**src/rtl/gate_sweep_pkg.sv**
```systemverilog
// Shared encodings for the gate sweep unit: reduction-function select
// codes and the sweep controller state type.
package gate_sweep_pkg;

   localparam logic [1:0] MODE_OR  = 2'b00;
   localparam logic [1:0] MODE_AND = 2'b01;
   localparam logic [1:0] MODE_XOR = 2'b10;
   localparam logic [1:0] MODE_NOR = 2'b11;

   typedef enum logic [1:0] {
      IDLE = 2'd0,
      RUN  = 2'd1,
      DONE = 2'd2
   } state_t;

endpackage

```
**src/rtl/gate_sweep_unit_reduce.sv**
```systemverilog
// Combinational WIDTH-input reduction gate with a selectable function
// (OR, AND, XOR, NOR).
module reduce_gate
   import gate_sweep_pkg::*;
#(
   parameter int WIDTH = 4
) (
   input  logic [WIDTH-1:0] in_vec,
   input  logic [1:0]       mode,
   output logic             out
);

   always_comb begin
      out = 1'b0;
      case (mode)
         MODE_OR:  out = |in_vec;
         MODE_AND: out = &in_vec;
         MODE_XOR: out = ^in_vec;
         MODE_NOR: out = ~(|in_vec);
         default:  out = 1'b0;
      endcase
   end

endmodule

```
**src/rtl/gate_sweep_unit.sv**
```systemverilog
// Self-running exhaustive sweep of a WIDTH-input reduction gate: steps every
// input pattern, holds each for HOLD cycles and tallies patterns giving 1.
module gate_sweep_unit
   import gate_sweep_pkg::*;
#(
   parameter int WIDTH = 4,
   parameter int HOLD  = 1
) (
   input  logic             clk,
   input  logic             rst,
   input  logic             start,
   input  logic [1:0]       mode,
   output logic [WIDTH-1:0] pattern,
   output logic             result,
   output logic             valid,
   output logic [WIDTH:0]   hit_count,
   output logic             busy,
   output logic             done
);

   localparam int HOLD_W = (HOLD > 1) ? $clog2(HOLD) : 1;
   localparam logic [HOLD_W-1:0] HOLD_LAST = HOLD_W'(HOLD - 1);
   localparam logic [WIDTH-1:0]  PAT_LAST  = '1;

   state_t            state_q, state_d;
   logic [1:0]        mode_q, mode_d;
   logic [WIDTH-1:0]  pattern_q, pattern_d;
   logic              result_q, result_d;
   logic              valid_q, valid_d;
   logic [WIDTH:0]    hit_q, hit_d;
   logic [HOLD_W-1:0] hold_q, hold_d;
   logic              load_vec;
   logic              gate_out;

   // Evaluated on the next pattern/mode so result always matches pattern.
   reduce_gate #(
      .WIDTH (WIDTH)
   ) u_reduce (
      .in_vec (pattern_d),
      .mode   (mode_d),
      .out    (gate_out)
   );

   always_comb begin
      state_d   = state_q;
      mode_d    = mode_q;
      pattern_d = pattern_q;
      hold_d    = hold_q;
      hit_d     = hit_q;
      valid_d   = 1'b0;
      load_vec  = 1'b0;
      case (state_q)
         IDLE, DONE: begin
            if (start) begin
               state_d   = RUN;
               mode_d    = mode;
               pattern_d = '0;
               hold_d    = '0;
               hit_d     = '0;
               load_vec  = 1'b1;
               valid_d   = (HOLD == 1);
            end
         end
         RUN: begin
            if (valid_q && result_q) begin
               hit_d = hit_q + 1'b1;
            end
            if (hold_q == HOLD_LAST) begin
               hold_d = '0;
               if (pattern_q == PAT_LAST) begin
                  state_d = DONE;
               end else begin
                  pattern_d = pattern_q + 1'b1;
                  load_vec  = 1'b1;
                  valid_d   = (HOLD == 1);
               end
            end else begin
               hold_d  = hold_q + 1'b1;
               valid_d = (hold_d == HOLD_LAST);
            end
         end
         default: state_d = IDLE;
      endcase
   end

   always_comb begin
      result_d = result_q;
      if (load_vec) begin
         result_d = gate_out;
      end
   end

   always_ff @(posedge clk or posedge rst) begin
      if (rst) begin
         state_q   <= IDLE;
         mode_q    <= MODE_OR;
         pattern_q <= '0;
         result_q  <= 1'b0;
         valid_q   <= 1'b0;
         hit_q     <= '0;
         hold_q    <= '0;
      end else begin
         state_q   <= state_d;
         mode_q    <= mode_d;
         pattern_q <= pattern_d;
         result_q  <= result_d;
         valid_q   <= valid_d;
         hit_q     <= hit_d;
         hold_q    <= hold_d;
      end
   end

   assign pattern   = pattern_q;
   assign result    = result_q;
   assign valid     = valid_q;
   assign hit_count = hit_q;
   assign busy      = (state_q == RUN);
   assign done      = (state_q == DONE);

endmodule
```
**config.mk**
```make
export PLATFORM = sky130hd
export DESIGN_NAME = gate_sweep_unit
export DESIGN_NICKNAME = d
export VERILOG_FILES = /design/src/rtl/gate_sweep_pkg.sv /design/src/rtl/gate_sweep_unit_reduce.sv /design/src/rtl/gate_sweep_unit.sv
export SDC_FILE = /design/constraint.sdc
export NUM_CORES = 1
export LEC_CHECK = 0
export ABC_CLOCK_PERIOD_IN_PS = 3000
export CAP_MARGIN = 10
export CORE_AREA = 2 2 46 48
export DETAILED_ROUTE_END_ITERATION = 7
export DIE_AREA = 0 0 48 50
export PLACE_DENSITY = 0.69
export RECOVER_POWER = 50
export SLEW_MARGIN = 20
export SYNTH_ARGS = -nofsm -noshare
export SYNTH_HDL_FRONTEND = slang
export SYNTH_SLANG_ARGS = --single-unit
```
**constraint.sdc**
```tcl
create_clock -name clk -period 3 [get_ports clk]
set_clock_uncertainty 0.1 [all_clocks]
set_input_delay 0.45 -clock clk [delete_from_list [all_inputs] [get_ports clk]]
set_output_delay 0.45 -clock clk [all_outputs]
set_load 0.05 [all_outputs]
```
; After elaboration in Yosys (flattened, before gate mapping)
; Index checks and enable logic that the tools add are counted.
[classes]
n_reduce_logical = 11
addsub = 3
bitwise = 2
eq_ne = 10
muxes = 23
[op_table]
columns = cell, n
row1 = 4-bit 2-to-1 mux, 3
row2 = 2-bit 2-to-1 mux, 5
row3 = 5-bit 2-to-1 mux, 2
row4 = 5-bit one-hot mux with 2 select lines, 1
row5 = 4-bit one-hot mux with 2 select lines, 1
row6 = "2-bit == test, second input constant", 3
row7 = 1-bit 2-to-1 mux, 6
row8 = 1-bit one-hot mux with 2 select lines, 3
row9 = 3-bit AND reduction, 2
row10 = "5-bit by 1-bit adder with 5-bit output, second input constant", 1
row11 = "4-bit by 1-bit adder with 4-bit output, second input constant", 1
row12 = "2-bit by 1-bit == test with 1-bit output, second input constant", 2
row13 = "4-bit == test, second input constant", 1
row14 = 2-bit zero test, 2
row15 = "2-bit by 1-bit inequality test with 1-bit output, second input constant", 2
row16 = "2-bit inequality test, second input constant", 2
row17 = 1-bit one-hot mux with 4 select lines, 1
row18 = 2-bit one-hot mux with 2 select lines, 1
row19 = 4-bit AND reduction, 1
row20 = 4-bit OR reduction, 1
row21 = 4-bit XOR reduction, 1
row22 = 1-bit inverter, 2
row23 = 2-bit AND reduction, 1
row24 = 2-bit nonzero test, 1
row25 = other kinds (3), 3
[totals]
output_inout_bits = 13
input_bits = 5
register_bits = 16

; Logic depth before layout (Yosys ltp)
[depth]
depth_word = 7
ltp_mapped = 10

; Cells and area by module
; From an unflattened synthesis, not the netlist that was laid out.
[hier_totals]
cells_unflattened = 85
area_unflattened_um2 = 809.5
[by_module_without_submodules]
columns = mod, seq_area_each_um2, n_inst, cells_each, area_per_inst_um2
row1 = gate_sweep_unit, 375.4, 1, 70, 703.2
row2 = reduce_gate, 0.0, 1, 15, 106.4

; Worst setup path before layout
; Ideal clock, no wire load.
[synth_timing]
kind = reg2reg
startpoint = register pattern_q[0], in the netlist pattern[0]
endpoint = register result_q, in the netlist result
required_ns = 2.808
setup_ns = 0.092
n_path_buf = 0
path_stages_with_launch = 11
path_slack_ns = 0.429
synth_period_minus_slack_ns = 2.571
arrival_time_ns = 2.379
path_cell_list = dfrtp_1 -> ha_1 -> nand3_1 -> a21oi_2 -> o21ai_1 -> o31a_1 -> ha_1 -> a21oi_1 -> nor3_1 -> o22a_1 -> o31ai_2
[synth_via]
elab_chain_cells = 7
word_cells_on_any_way = 14
[synth_lines]
columns = item, line
row1 = from (decl), gate_sweep_unit.sv:27  ; logic [WIDTH-1:0] pattern_q, pattern_d;
row2 = from (signal assigned), gate_sweep_unit.sv:105  ; pattern_q <= pattern_d;
row3 = 4-bit by 1-bit adder with 4-bit output or 4-bit == test (tied branches), "gate_sweep_unit.sv:73, gate_sweep_unit.sv:70"
row4 = 4-bit 2-to-1 mux, gate_sweep_unit.sv:70  ; if (pattern_q == PAT_LAST) begin
row5 = 4-bit 2-to-1 mux, gate_sweep_unit.sv:68  ; if (hold_q == HOLD_LAST) begin
row6 = 4-bit one-hot mux with 2 select lines, gate_sweep_unit.sv:52  ; case (state_q)
row7 = 4-bit OR reduction, "gate_sweep_unit_reduce.sv:16, gate_sweep_unit_reduce.sv:19"
row8 = 1-bit inverter, gate_sweep_unit_reduce.sv:19  ; MODE_NOR: out = ~(|in_vec);
row9 = 1-bit one-hot mux with 4 select lines, gate_sweep_unit_reduce.sv:15  ; case (mode)
row10 = to (signal assigned), gate_sweep_unit.sv:106  ; result_q <= result_d;
row11 = to (decl), gate_sweep_unit.sv:28  ; logic result_q, result_d;
; Parallel ways exist; a longest one is shown, timed or not.
; A chain may end at the register's enable or synchronous reset.

; Worst setup path in the final report
[layout_timing]
startpoint = input start
endpoint = register result_q, in the netlist result
[layout_via]
elab_chain_cells = 5
word_cells_on_any_way = 15
[layout_lines]
columns = item, line
row1 = from (decl), gate_sweep_unit.sv:11  ; input logic start,
row2 = 4-bit 2-to-1 mux, gate_sweep_unit.sv:54  ; if (start) begin
row3 = 4-bit one-hot mux with 2 select lines, gate_sweep_unit.sv:52
row4 = 4-bit OR reduction, "gate_sweep_unit_reduce.sv:16, gate_sweep_unit_reduce.sv:19"
row5 = 1-bit inverter, gate_sweep_unit_reduce.sv:19
row6 = 1-bit one-hot mux with 4 select lines, gate_sweep_unit_reduce.sv:15
; Parallel ways exist; a longest one is shown, timed or not.

==> flow_metrics.py <==
metrics = {
    "critical_path": {
        "ff2ff_setup_slack_ns": 0.55,
        "cp-startpoint": "start",
        "crit_fanout": 10,
        "cp-start-kind": "input port",
        "timing.rr.start": "pattern[0]",
        "worst_ep_arrival_time_ns": 2.64,
        "r2r-end": "result",
        "cp-endpoint": "result",
        "setup.worst_path.class": "input port to flip-flop",
        "worstPathRequired_ns": 3.07,
        "reg2reg_depth": 10,
        "end_kind": "flip-flop",
    },
    "timing": {
        "setup_viol": 0,
        "grt_setup_unrepaired": "false",
        "finalHoldViolCount": 0,
        "max_freq_mhz": 389.2,
        "fin_crit_ns": 2.570,
        "finalCritPeriodShare": 0.8566,
        "worst_pin_slew_ns": 0.5567,
        "relSlewSlack": 0.6285,
        "slew_violations": 0,
        "fin_tns_setup_ns": 0,
    },
    "final_layout": {
        "nFillCells": 176,
        "n_antenna_cell": 0,
        "nNetsFinal": 117,
        "drive_above_1_share": 0.09524,
        "layout_common_cells": "dfrtp_1, clkdlybuf4s50_1, nand2_1",
        "areaGrowthSynthToFinish_pct": 26.32,
    },
    "logic_synthesis": {
        "yosys_most_used_dff": "dfrtp_1",
        "syn_area_per_cell_um2": 9.789,
        "yosysSeqAreaShare": 0.4511,
        "synth_simple_gate_area_frac": 0.2090,
        "synthArstFlopShare": 1.000,
        "synth_warnings": 0,
        "synth_edf_count": 0,
        "synth-compound-area-share": 0.1203,
        "netlist_area_um2": 832.0,
        "synth_top_family_by_area": "simple AND/OR/NAND/NOR gates",
        "synth.distinct_cells": 32,
        "synth-xor-area-share": 0.04211,
        "synthCells": 85,
        "synth_nets": 96,
        "yosys_register_bits": 15,
        "synth_mux_area_frac": 0.03759,
        "synthAdderAreaFrac": 0.09023,
    },
    "floorplan": {
        "die_h_um": 50,
        "io_pins": 18,
        "die_area_um2": 2400,
        "die_width_um": 48,
        "rows": 16,
        "initial_core_util": 0.4375,
        "core_um2": 1902,
    },
    "route": {
        "wire_per_inst_um": 12.39,
        "dr.pass1.iters": 4,
        "dr_total_vias": 659,
        "wirelength_um": 1636,
        "ant_nets": 0,
        "drt_iter0_drc": 18,
        "drc": 0,
        "via_per_inst": 4.992,
    },
    "hold_path": {
        "whs_path_depth": 2,
        "hp-start": "result",
        "worstHoldPathType": "flip-flop to flip-flop",
    },
    "place": {
        "hpwl_um": 1282,
        "gp_congestion": 0.8669,
        "port_buffers": 17,
    },
    "cts": {
        "cts_sinks": 15,
        "root_buffer": "clkbuf_4",
        "cts_tree": "yes",
        "path_clk_slew_ns": 0.09,
        "cts_max_level": 1,
        "postCtsHoldBufs": 0,
        "cts_made_buffers": 3,
        "cts.repair.resized": 0,
        "clock_latency_ns": 0.28,
        "clk_path_buf_depth": 2,
        "cts_setup_buffers": 0,
    },
    "job": {
        "drv_cap": 0,
    },
    "grt": {
        "grt_antenna_before_repair": 0,
        "grt_start_max_net_pins": 16,
        "grt_pass1_vias": 638,
        "track_usage": 0.1606,
        "grt_pass1_wl_um": 2711,
        "grt-ovfl-total": 0,
    },
    "outcome": {
        "outcome": "completed",
    },
}
worst min-delay path by stage:
stage / endpoint
final: result
after global routing: mode_q[1]
after CTS: mode_q[1]
after detailed placement: mode_q[1]
after global placement: mode_q[1]
after floorplan: hit_count[0]
synth_stat cells (2+ instances only):
cell type | count | area (um2)
xor2_1 | 4 | 35.03
inv_2 | 2 | 7.510
nand3_1 | 6 | 30.03
ha_1 | 6 | 75.07
mux2i_1 | 2 | 20.02
nor3_1 | 3 | 15.01
dfrtp_1 | 15 | 375.4
inv_1 | 6 | 22.52
nor2_1 | 4 | 15.01
nand2_1 | 11 | 41.29
nand4_1 | 2 | 12.51
o21ai_1 | 2 | 10.01
a21oi_1 | 3 | 15.01
layout make-up:
type                            count  area (um2)  area share
Multi-Input combinational cell     61       415.4      0.3952
Sequential cell                    15       375.4      0.3571
Timing Repair Buffer               17       170.2      0.1619
Tap cell                           27       33.78     0.03214
Inverter                            8       30.03     0.02857
Clock buffer                        4       26.28     0.02500
stage by stage:
stage          hold WS (ns)  std cells    util  instance area [um2]  setup WS (ns)
6_report             0.4415        132  0.5526                 1051         0.4303
5_1_grt              0.4637        132  0.5526                 1051         0.3129
4_1_cts              0.4324        132  0.5526                 1051         0.5201
3_5_place_dp         0.4123        128  0.5388                 1025         0.2234
3_3_place_gp         0.3975        128  0.5388                 1025         0.3412
2_1_floorplan        0.2515         85       -                832.0         0.4291
state kept, by name, indices dropped and copies added (netlist names):
name       cells
state_q        2
result         1
pattern        4
mode_q         2
hit_count      5
valid          1
metal layers:
layer,part of all wire,track usage,up-vias
met4,0.026,0.08108,0
met5,0,0,-
met3,0.034,0.02564,5
li1,-,-,335
met2,0.48,0.2578,16
met1,0.46,0.1977,303
kinds of logic after synthesis:
logic type | Yosys count
simple gates | 34
buf+inv | 9
flops | 15
mux | 3
compound gates | 14
fa+ha+maj | 6
xor+xnor | 4
critical path, cell delays in order:
cell           delay, ns
dlygate4sd3_1       0.55
nor2b_2             0.42
a21oi_2             0.14
o21ai_1             0.21
o31a_1              0.17
ha_1                0.23
a21oi_1             0.09
nor3_1              0.13
o22a_1              0.19
o31ai_2             0.07
Power is left out: the tool's default activity adds up to more than one toggle a clock period on the data nets, which glitch-free logic cannot reach.
==> variant, RTL diff (same flow settings) <==
Register the inputs `start` and `mode` before use. The logic sees them one clock later.
--- a/src/rtl/gate_sweep_unit.sv
+++ b/src/rtl/gate_sweep_unit.sv
@@ -23,2 +23,10 @@
    localparam logic [WIDTH-1:0]  PAT_LAST  = '1;
+
+   logic start_q;
+   logic [1:0] mode_r;
+
+   always_ff @(posedge clk) begin
+      start_q <= start;
+      mode_r  <= mode;
+   end
 
@@ -53,5 +61,5 @@
          IDLE, DONE: begin
-            if (start) begin
+            if (start_q) begin
                state_d   = RUN;
-               mode_d    = mode;
+               mode_d    = mode_r;
                pattern_d = '0;
Check against the original RTL: not equivalent (Yosys sat finds a counterexample within 4 cycles, from zero or initial values and one cycle with rst high).
==> variant against the original RTL <==
Cell area up 8.8%; final cell count up 1.5%; sequential share of layout area rose by 2.4 points; worst setup slack improved by 0.19 ns; critical path type is now flip-flop to primary output; wire length up 6.2%; sequential cell count grew 3; area after synthesis is 9.8% higher.
Power is left out: the tool's default activity adds up to more than one toggle a clock period on the data nets, which glitch-free logic cannot reach.
==> variant: results (changes against the original RTL) <==
[detailed_routing]
vias = 701  ; was 659
wl_met1_um = 752  ; was 753 um
dr_wl_met3_um = 74  ; was 55 um
dr_wl_met2_um = 895  ; was 786 um
drt_iter0_markers = 5  ; was 18
routedWlPerCell_um = 13.0  ; was 12.4 um
dr.max_layer_used = met4  ; unchanged

[worst_setup_path]
slowest_delay_ns = 0.81  ; was 0.55 ns
worstPathArrival_ns = 1.83  ; was 2.64 ns
path_max_fanout = 6  ; was 10
cpMaxStageDelayCell = clkdlybuf4s50_1  ; was dlygate4sd3_1

[sta]
tightest_slew_ns = 0.589  ; was 0.557 ns

[logic_synthesis]
ys_async_sr_fraction = 0.833  ; was 1.00
ys_seq_area_frac = 0.477  ; was 0.451
syn_nets = 97  ; was 96
yosys-top-cells-count = dfrtp_1, nand2_1, ha_1, inv_1, nor2_1  ; was dfrtp_1, nand2_1, ha_1, inv_1, nand3_1
ys.flop_type = dfrtp_1  ; unchanged
synth_area_leaders = dfrtp_1, ha_1, dfxtp_1  ; was dfrtp_1, ha_1, nand2_1

[final_layout]
nFillCells = 168  ; was 176
layout.nets = 119  ; was 117
drive_above_1_share = 0.131  ; was 0.0952

[global_routing]
grt_first_pass_wirelength_um = 2920  ; was 2710 um
grt_pass1_vias = 687  ; was 638
grt_usage = 0.169  ; was 0.161

[clock_network]
post_cts_buffers = 0  ; unchanged
clk_pin_slew_ns = 0.11  ; was 0.09 ns

[placement]
dp_hpwl_um = 1330  ; was 1280 um
placed_cell_area_mm2 = 0.00111  ; was 0.00102 mm2
place.gp.congestion = 0.840  ; was 0.867

[run_status]
status = completed  ; unchanged

==> variant: cell types whose count changed after synthesis, sizes merged, moves of 2 or more <==
cell,delta
o211ai,+2
nand3,-4
and2,-2
nand2b,+2
dfxtp,+3
==> variant: final timing paths <==
kind | depth (start not counted) | slack, ns | endpoint | startpoint
setup / recovery | 3 | 0.62 | busy | state_q[1]
hold / removal | 2 | 0.37 | mode_q[0] | mode_r[0]
setup reg to reg | 10 | 0.66 | result | pattern[0]
hold reg to reg | 2 | 0.37 | mode_q[0] | mode_r[0]
max in group asynchronous | 2 | 1.87 | state_q[0] | rst
min in group asynchronous | 2 | 0.54 | hit_count[0] | rst
==> variant: through the flow <==
step                      worst slack [ns]   util  std cells
after global placement               0.793  0.586        130
after floorplan                      0.478      -         86
final                                0.621  0.601        134
after global routing                 0.426  0.601        134
after CTS                            0.618  0.605        134
after detailed placement             0.725  0.586        130
==> variant: cell type report <==
cell class / count / share of cell area
well taps: 27 / 0.0295
multi-input cells: 60 / 0.383
flip-flops and latches: 18 / 0.381
repair buffers: 18 / 0.152
clock buffers: 4 / 0.0317
inverters: 7 / 0.0230
==> variant: critical path, delay by kind of cell (launching register included) <==
kind,cells,cell delay (ns)
buffers and inverters,2,0.93
AND/OR/NAND/NOR,1,0.20
flip-flops,1,0.40
==> variant: logic make-up (layout without fill, tap and decap cells) <==
family          Yosys count  after routing  synth area share
flops                    18             18             0.477
simple gates             32             32             0.192
compound gates           15             15             0.130
buf+inv                   8             29            0.0411
xor+xnor                  4              4            0.0384
mux                       3              3            0.0397
fa+ha+maj                 6              6            0.0822
==> variant: per-layer routing <==
layer | vias to the layer above | global-route usage
met5 | - | 0
met4 | 0 | 0.0631
met1 | 337 | 0.202
li1 | 340 | -
met2 | 21 | 0.291
met3 | 3 | 0.0220
